**config.mk**
```make
export PLATFORM = sky130hd
export DESIGN_NAME = imem_boot_loader
export DESIGN_NICKNAME = d
export VERILOG_FILES = /design/src/rtl/imem_boot_loader.sv
export SDC_FILE = /design/constraint.sdc
export NUM_CORES = 1
export LEC_CHECK = 0
export BUFFER_PORTS_ARGS = -buffer_cell sky130_fd_sc_hd__buf_2
export CAP_MARGIN = 20
export CORE_MARGIN = 10
export CORE_UTILIZATION = 45
export CTS_BUF_LIST = sky130_fd_sc_hd__clkbuf_2 sky130_fd_sc_hd__clkbuf_4 sky130_fd_sc_hd__clkbuf_8
export DETAILED_ROUTE_END_ITERATION = 10
export PLACE_DENSITY = 0.79
export SLEW_MARGIN = 20
export SYNTH_ARGS = -nofsm -noshare
export SYNTH_HDL_FRONTEND = slang
export SYNTH_SLANG_ARGS = --single-unit
```
**constraint.sdc**
```tcl
create_clock -name clk -period 1.8 [get_ports clk]
set_input_delay 0 -clock clk [delete_from_list [all_inputs] [get_ports clk]]
set_output_delay 0 -clock clk [all_outputs]
set_load 0.02 [all_outputs]
```
**src/rtl/imem_boot_loader.sv**
```systemverilog
// rtl/imem_boot_loader.sv - boot-time sequencer for instruction memory clear and program load
// Holds the CPU in reset, clears the memory, then streams program words into it from address 0.
module imem_boot_loader #(
   parameter int DEPTH        = 256,
   parameter int CLEAR_CYCLES = 1
) (
   input  logic        clk,
   input  logic        reset,
   input  logic        start,
   input  logic        load_valid,
   input  logic [31:0] load_data,
   input  logic        load_last,
   output logic        load_ready,
   output logic        instruction_reset,
   output logic        write_signal,
   output logic [31:0] instruction_write,
   output logic [31:0] write_address,
   output logic        cpu_reset,
   output logic        busy,
   output logic        done,
   output logic        error,
   output logic [8:0]  words_loaded
);

   typedef enum logic [2:0] {
      S_IDLE,
      S_CLEAR,
      S_LOAD,
      S_DONE,
      S_ERROR
   } state_t;

   localparam logic [8:0] DEPTH_W    = 9'(DEPTH);
   localparam logic [3:0] CLEAR_LAST = 4'(CLEAR_CYCLES - 1);

   state_t     state;
   logic [3:0] clear_cnt;
   logic       accept;

   // load_ready comes straight from the state so it never combinationally depends on load_valid
   assign load_ready = (state == S_LOAD);
   assign accept     = load_valid && load_ready;

   always_ff @(posedge clk or posedge reset) begin
      if (reset) begin
         state             <= S_IDLE;
         clear_cnt         <= 4'd0;
         words_loaded      <= 9'd0;
         instruction_reset <= 1'b0;
         write_signal      <= 1'b0;
         instruction_write <= 32'd0;
         write_address     <= 32'd0;
         cpu_reset         <= 1'b1;
         busy              <= 1'b0;
         done              <= 1'b0;
         error             <= 1'b0;
      end else begin
         write_signal <= 1'b0;
         case (state)
            S_IDLE, S_DONE, S_ERROR: begin
               if (start) begin
                  state             <= S_CLEAR;
                  clear_cnt         <= 4'd0;
                  instruction_reset <= 1'b1;
                  cpu_reset         <= 1'b1;
                  busy              <= 1'b1;
                  done              <= 1'b0;
                  error             <= 1'b0;
               end
            end

            S_CLEAR: begin
               if (clear_cnt == CLEAR_LAST) begin
                  state             <= S_LOAD;
                  instruction_reset <= 1'b0;
                  words_loaded      <= 9'd0;
               end else begin
                  clear_cnt <= clear_cnt + 4'd1;
               end
            end

            S_LOAD: begin
               if (accept) begin
                  if (words_loaded < DEPTH_W) begin
                     write_signal      <= 1'b1;
                     instruction_write <= load_data;
                     write_address     <= {23'd0, words_loaded};
                     words_loaded      <= words_loaded + 9'd1;
                     if (load_last) begin
                        state     <= S_DONE;
                        busy      <= 1'b0;
                        done      <= 1'b1;
                        cpu_reset <= 1'b0;
                     end
                  end else begin
                     // memory already full: drop the beat and flag overflow
                     state <= S_ERROR;
                     busy  <= 1'b0;
                     error <= 1'b1;
                  end
               end
            end

            default: state <= S_IDLE;
         endcase
      end
   end

endmodule
```
==> impl_metrics.env <==
export IMPL_cts_made_buffers=9
export IMPL_routabilityCongestion=0.927
export IMPL_p_seq_share_pct=32.9
export IMPL_hold_viol=0
export IMPL_synth_avg_cell_area_um2=9.31
export IMPL_final_critical_period_ns=1.67
export IMPL_count_of_cells_along_the_worst_register_to_register_path=4
export IMPL_holdWs_ns=0.0750
export IMPL_post_drt_wl_per_cell_um=15.8
export IMPL_reg2reg_setup_slack_ns=0.13
export IMPL_required_time_of_the_worst_setup_path_ns=2.08
export IMPL_vdd_ir_drop_worst_mv=0.936
export IMPL_grt_antenna_before_repair=0
export IMPL_share_of_total_power_in_combinational_logic_pct=42.3
export IMPL_crit_arrival_ns=1.95
export IMPL_internal_power_mw=3.99
export IMPL_hp_start="load_valid"
export IMPL_drc_errors=0
export IMPL_post_route_period_util_pct=93.0
export IMPL_setup_violations_final=0
export IMPL_static_leakage_power_nw=2.26
export IMPL_reg2reg_from="state[0]$_DFFE_PP0P_"
export IMPL_vias_per_cell=4.87
export IMPL_clock_root_buffer="sky130_fd_sc_hd__clkbuf_8"
export IMPL_route_top_layer_used="met4"
export IMPL_placement_io_buffers=93
export IMPL_yosys_cell_count_top_type="sky130_fd_sc_hd__nand2_1"
export IMPL_finish_net_count=491
export IMPL_most_instantiated_flip_flop_cell_in_the_synthesis_netlist="sky130_fd_sc_hd__dfrtp_1"
export IMPL_r2r_end="words_loaded[5]$_DFFE_PP0P_"
export IMPL_synthTopCellsByArea="sky130_fd_sc_hd__dfrtp_1 54%, sky130_fd_sc_hd__nand2_1 15%, sky130_fd_sc_hd__buf_4 6.7%"
export IMPL_die_width_um=100
export IMPL_run_status="completed"
export IMPL_cell_type_with_the_highest_aggregate_area_in_the_netlist="sky130_fd_sc_hd__dfrtp_1"
export IMPL_clock_latency_ns=0.34
export IMPL_synth_async_reset_ratio_pct=100
export IMPL_wirelength_met1_mm=3.55
export IMPL_synth_edff_count=0
export IMPL_dr_total_vias=2603
export IMPL_initial_utilization_pct=45.9
export IMPL_final_max_slew_violation_count=0
export IMPL_hold_path_endpoint="busy$_DFFE_PP0P_"
export IMPL_postSynthRegisterBits=63
export IMPL_switching_share_pct=39.3
export IMPL_cp_end_kind="register"
export IMPL_power_net_switching_mw=2.58
export IMPL_maximum_number_of_pins_on_one_net_before_global_route_repair=64
export IMPL_layout_filler_cells=490
export IMPL_startpoint="state[0]$_DFFE_PP0P_"
export IMPL_io_pins=117
export IMPL_route_met2_wl_mm=4.13
export IMPL_dpl_hpwl_mm=5.54
export IMPL_powerDensity_mw_per_mm2=1600
export IMPL_initialDrtViolationCount=147
export IMPL_max_cap_viol_count=0
export IMPL_grt_pass1_vias=2624
export IMPL_global_route_wire_length_before_repair_mm=13.1
export IMPL_cts_sinks=63
export IMPL_synth_yosys_warnings=0
export IMPL_clock_path_buffers=2
export IMPL_synth_commonest_cells="113 x sky130_fd_sc_hd__nand2_1, 62 x sky130_fd_sc_hd__dfrtp_1, 26 x sky130_fd_sc_hd__buf_4, 15 x sky130_fd_sc_hd__o21ai_0, 10 x sky130_fd_sc_hd__nor2_1"
export IMPL_drt_first_pass_iters=5
export IMPL_rsz_0062_raised_after_global_routing="false"
export IMPL_worst_hold_path_num_cells=4
export IMPL_synth_cell_area_mm2=0.00290
export IMPL_synth_top_cell_area_share_pct=53.6
export IMPL_fp_coreArea_mm2=0.00631
export IMPL_total_met3_wirelength_after_detailed_routing_um=661
export IMPL_critical_path_max_fanout=8
export IMPL_worstHoldPathType="input port to register"
export IMPL_ant_nets=0
export IMPL_yosysUniqueCellTypes=43
export IMPL_critical_path_class="register to register"
export IMPL_fin_worst_skew_ns=0.00821
export IMPL_overflow=0
export IMPL_synthesis_instances=311
export IMPL_setup_tns_after_final_layout_ns=0
export IMPL_critPathLaunchType="register"
export IMPL_tritoncts="done"
export IMPL_final_core_util_pct=64.9
export IMPL_die_area_mm2=0.0100
export IMPL_routed_wl_mm=8.45
export IMPL_rows=29
export IMPL_highest_clock_rate_mhz=598
export IMPL_layout_drive_gt1_share_pct=31.8
export IMPL_h_tree_depth=3
export IMPL_area_growth_syn_to_layout_pct=41.6
export IMPL_track_usage_pct=16.1
export IMPL_yosysSeqAreaShare_pct=54.5
export IMPL_chipHeight_um=100
export IMPL_path_clk_slew_ns=0.07
export IMPL_clock_power_share_pct=24.8
## flip-flops by register name, indices dropped and copies added (netlist names)
register and flops:
instruction_write 32, words_loaded 9, write_address 9, clear_cnt 4, state 3, busy 1
cpu_reset 1, done 1, error 1, instruction_reset 1, write_signal 1
## stage by stage
| step | cell area, um2 | power, mW | worst slack, ns | cells |
|---|---|---|---|---|
| 2_1_floorplan | 2980 | 3.86 | 0.0615 | 333 |
| 3_3_place_gp | 3450 | 4.72 | 0.139 | 481 |
| 3_5_place_dp | 3450 | 4.80 | 0.105 | 481 |
| 4_1_cts | 4070 | 6.52 | 0.0778 | 532 |
| 5_1_grt | 4100 | 7.01 | 0.0248 | 533 |
| 6_report | 4100 | 6.58 | 0.127 | 534 |
## per-layer routing
| layer | track usage, % | vias up |
|---|---|---|
| met5 | 0 | - |
| met4 | 5.65 | 0 |
| met3 | 5.49 | 13 |
| met2 | 26.8 | 108 |
| met1 | 19.0 | 1237 |
| li1 | - | 1245 |
## how the worst max path moves through the flow
stage	to	slack, ns	depth (start not counted)
floorplan	state[1]$_DFFE_PP0P_	0.06	7
global placement	state[1]$_DFFE_PP0P_	0.14	6
detailed placement	words_loaded[7]$_DFFE_PP0P_	0.11	6
CTS	words_loaded[5]$_DFFE_PP0P_	0.08	4
global route	state[1]$_DFFE_PP0P_	0.02	6
finish	words_loaded[5]$_DFFE_PP0P_	0.13	4
## timing repair
item | CTS | global route
hold buffers | 35 | 0
gates resized for setup | 0 | 6
endpoints found under the hold margin | 97 | 0
buffers inserted | 0 | 1
setup endpoints to repair | 0 | 10
## power by group through the flow
stage | sequential, mW | combinational [mW] | clock, mW
floorplan | 2.68 | 1.18 | 0
global placement | 2.14 | 2.57 | 0
detailed placement | 2.17 | 2.63 | 0
CTS | 2.15 | 2.70 | 1.68
global route | 2.22 | 3.06 | 1.73
finish | 2.17 | 2.78 | 1.63
## layout make-up
type | instances | area, um2 | area share [%]
Antenna cell | 1 | 2.50 | 0.0611
Clock inverter | 7 | 144 | 3.51
Multi-Input combinational cell | 224 | 1140 | 27.8
Inverter | 10 | 37.5 | 0.916
Timing Repair Buffer | 143 | 978 | 23.9
Tap cell | 77 | 96.3 | 2.35
Sequential cell | 63 | 1580 | 38.5
Clock buffer | 9 | 124 | 3.02
## worst max-delay path, cell delays in order, from the launching register on
cell	delay (ns)
sky130_fd_sc_hd__dfrtp_1	0.45
sky130_fd_sc_hd__or3b_4	0.48
sky130_fd_sc_hd__o2111a_1	0.30
sky130_fd_sc_hd__a211o_1	0.32
sky130_fd_sc_hd__o21ai_2	0.05
## kinds of logic after synthesis
group                      count (synthesis)  synth area share (%)
and+or+nand+nor                          150                  22.4
DFF                                       63                  54.5
buffers and inverters                     46                  9.64
AOI/OAI and AO/OA                         38                  8.38
muxes                                      7                  2.68
adders and majority gates                  4                  1.64
xor gates and xnor gates                   2                 0.605
other                                      1                 0.130
## cell usage in the layout, fill, tap and decap left out, types with 2 or more instances in the layout
cell,count
sky130_fd_sc_hd__a211o_1,2
sky130_fd_sc_hd__a21o_1,2
sky130_fd_sc_hd__a21oi_1,5
sky130_fd_sc_hd__a31oi_1,2
sky130_fd_sc_hd__and2_1,2
sky130_fd_sc_hd__and3_1,3
sky130_fd_sc_hd__buf_12,4
sky130_fd_sc_hd__buf_2,93
sky130_fd_sc_hd__buf_4,11
sky130_fd_sc_hd__bufinv_16,4
sky130_fd_sc_hd__clkbuf_8,9
sky130_fd_sc_hd__clkinvlp_4,2
sky130_fd_sc_hd__conb_1,23
sky130_fd_sc_hd__dfrtp_1,62
sky130_fd_sc_hd__dlygate4sd3_1,35
sky130_fd_sc_hd__ha_1,3
sky130_fd_sc_hd__inv_1,7
sky130_fd_sc_hd__inv_2,3
sky130_fd_sc_hd__mux2_2,6
sky130_fd_sc_hd__nand2_1,112
sky130_fd_sc_hd__nand2_2,2
sky130_fd_sc_hd__nand3_1,7
sky130_fd_sc_hd__nor2_1,10
sky130_fd_sc_hd__nor3b_1,2
sky130_fd_sc_hd__o21ai_0,15
sky130_fd_sc_hd__o21ai_1,3
sky130_fd_sc_hd__or3b_2,2
sky130_fd_sc_hd__or3b_4,2
sky130_fd_sc_hd__xor2_1,2
(Power assumes the default switching activity.)
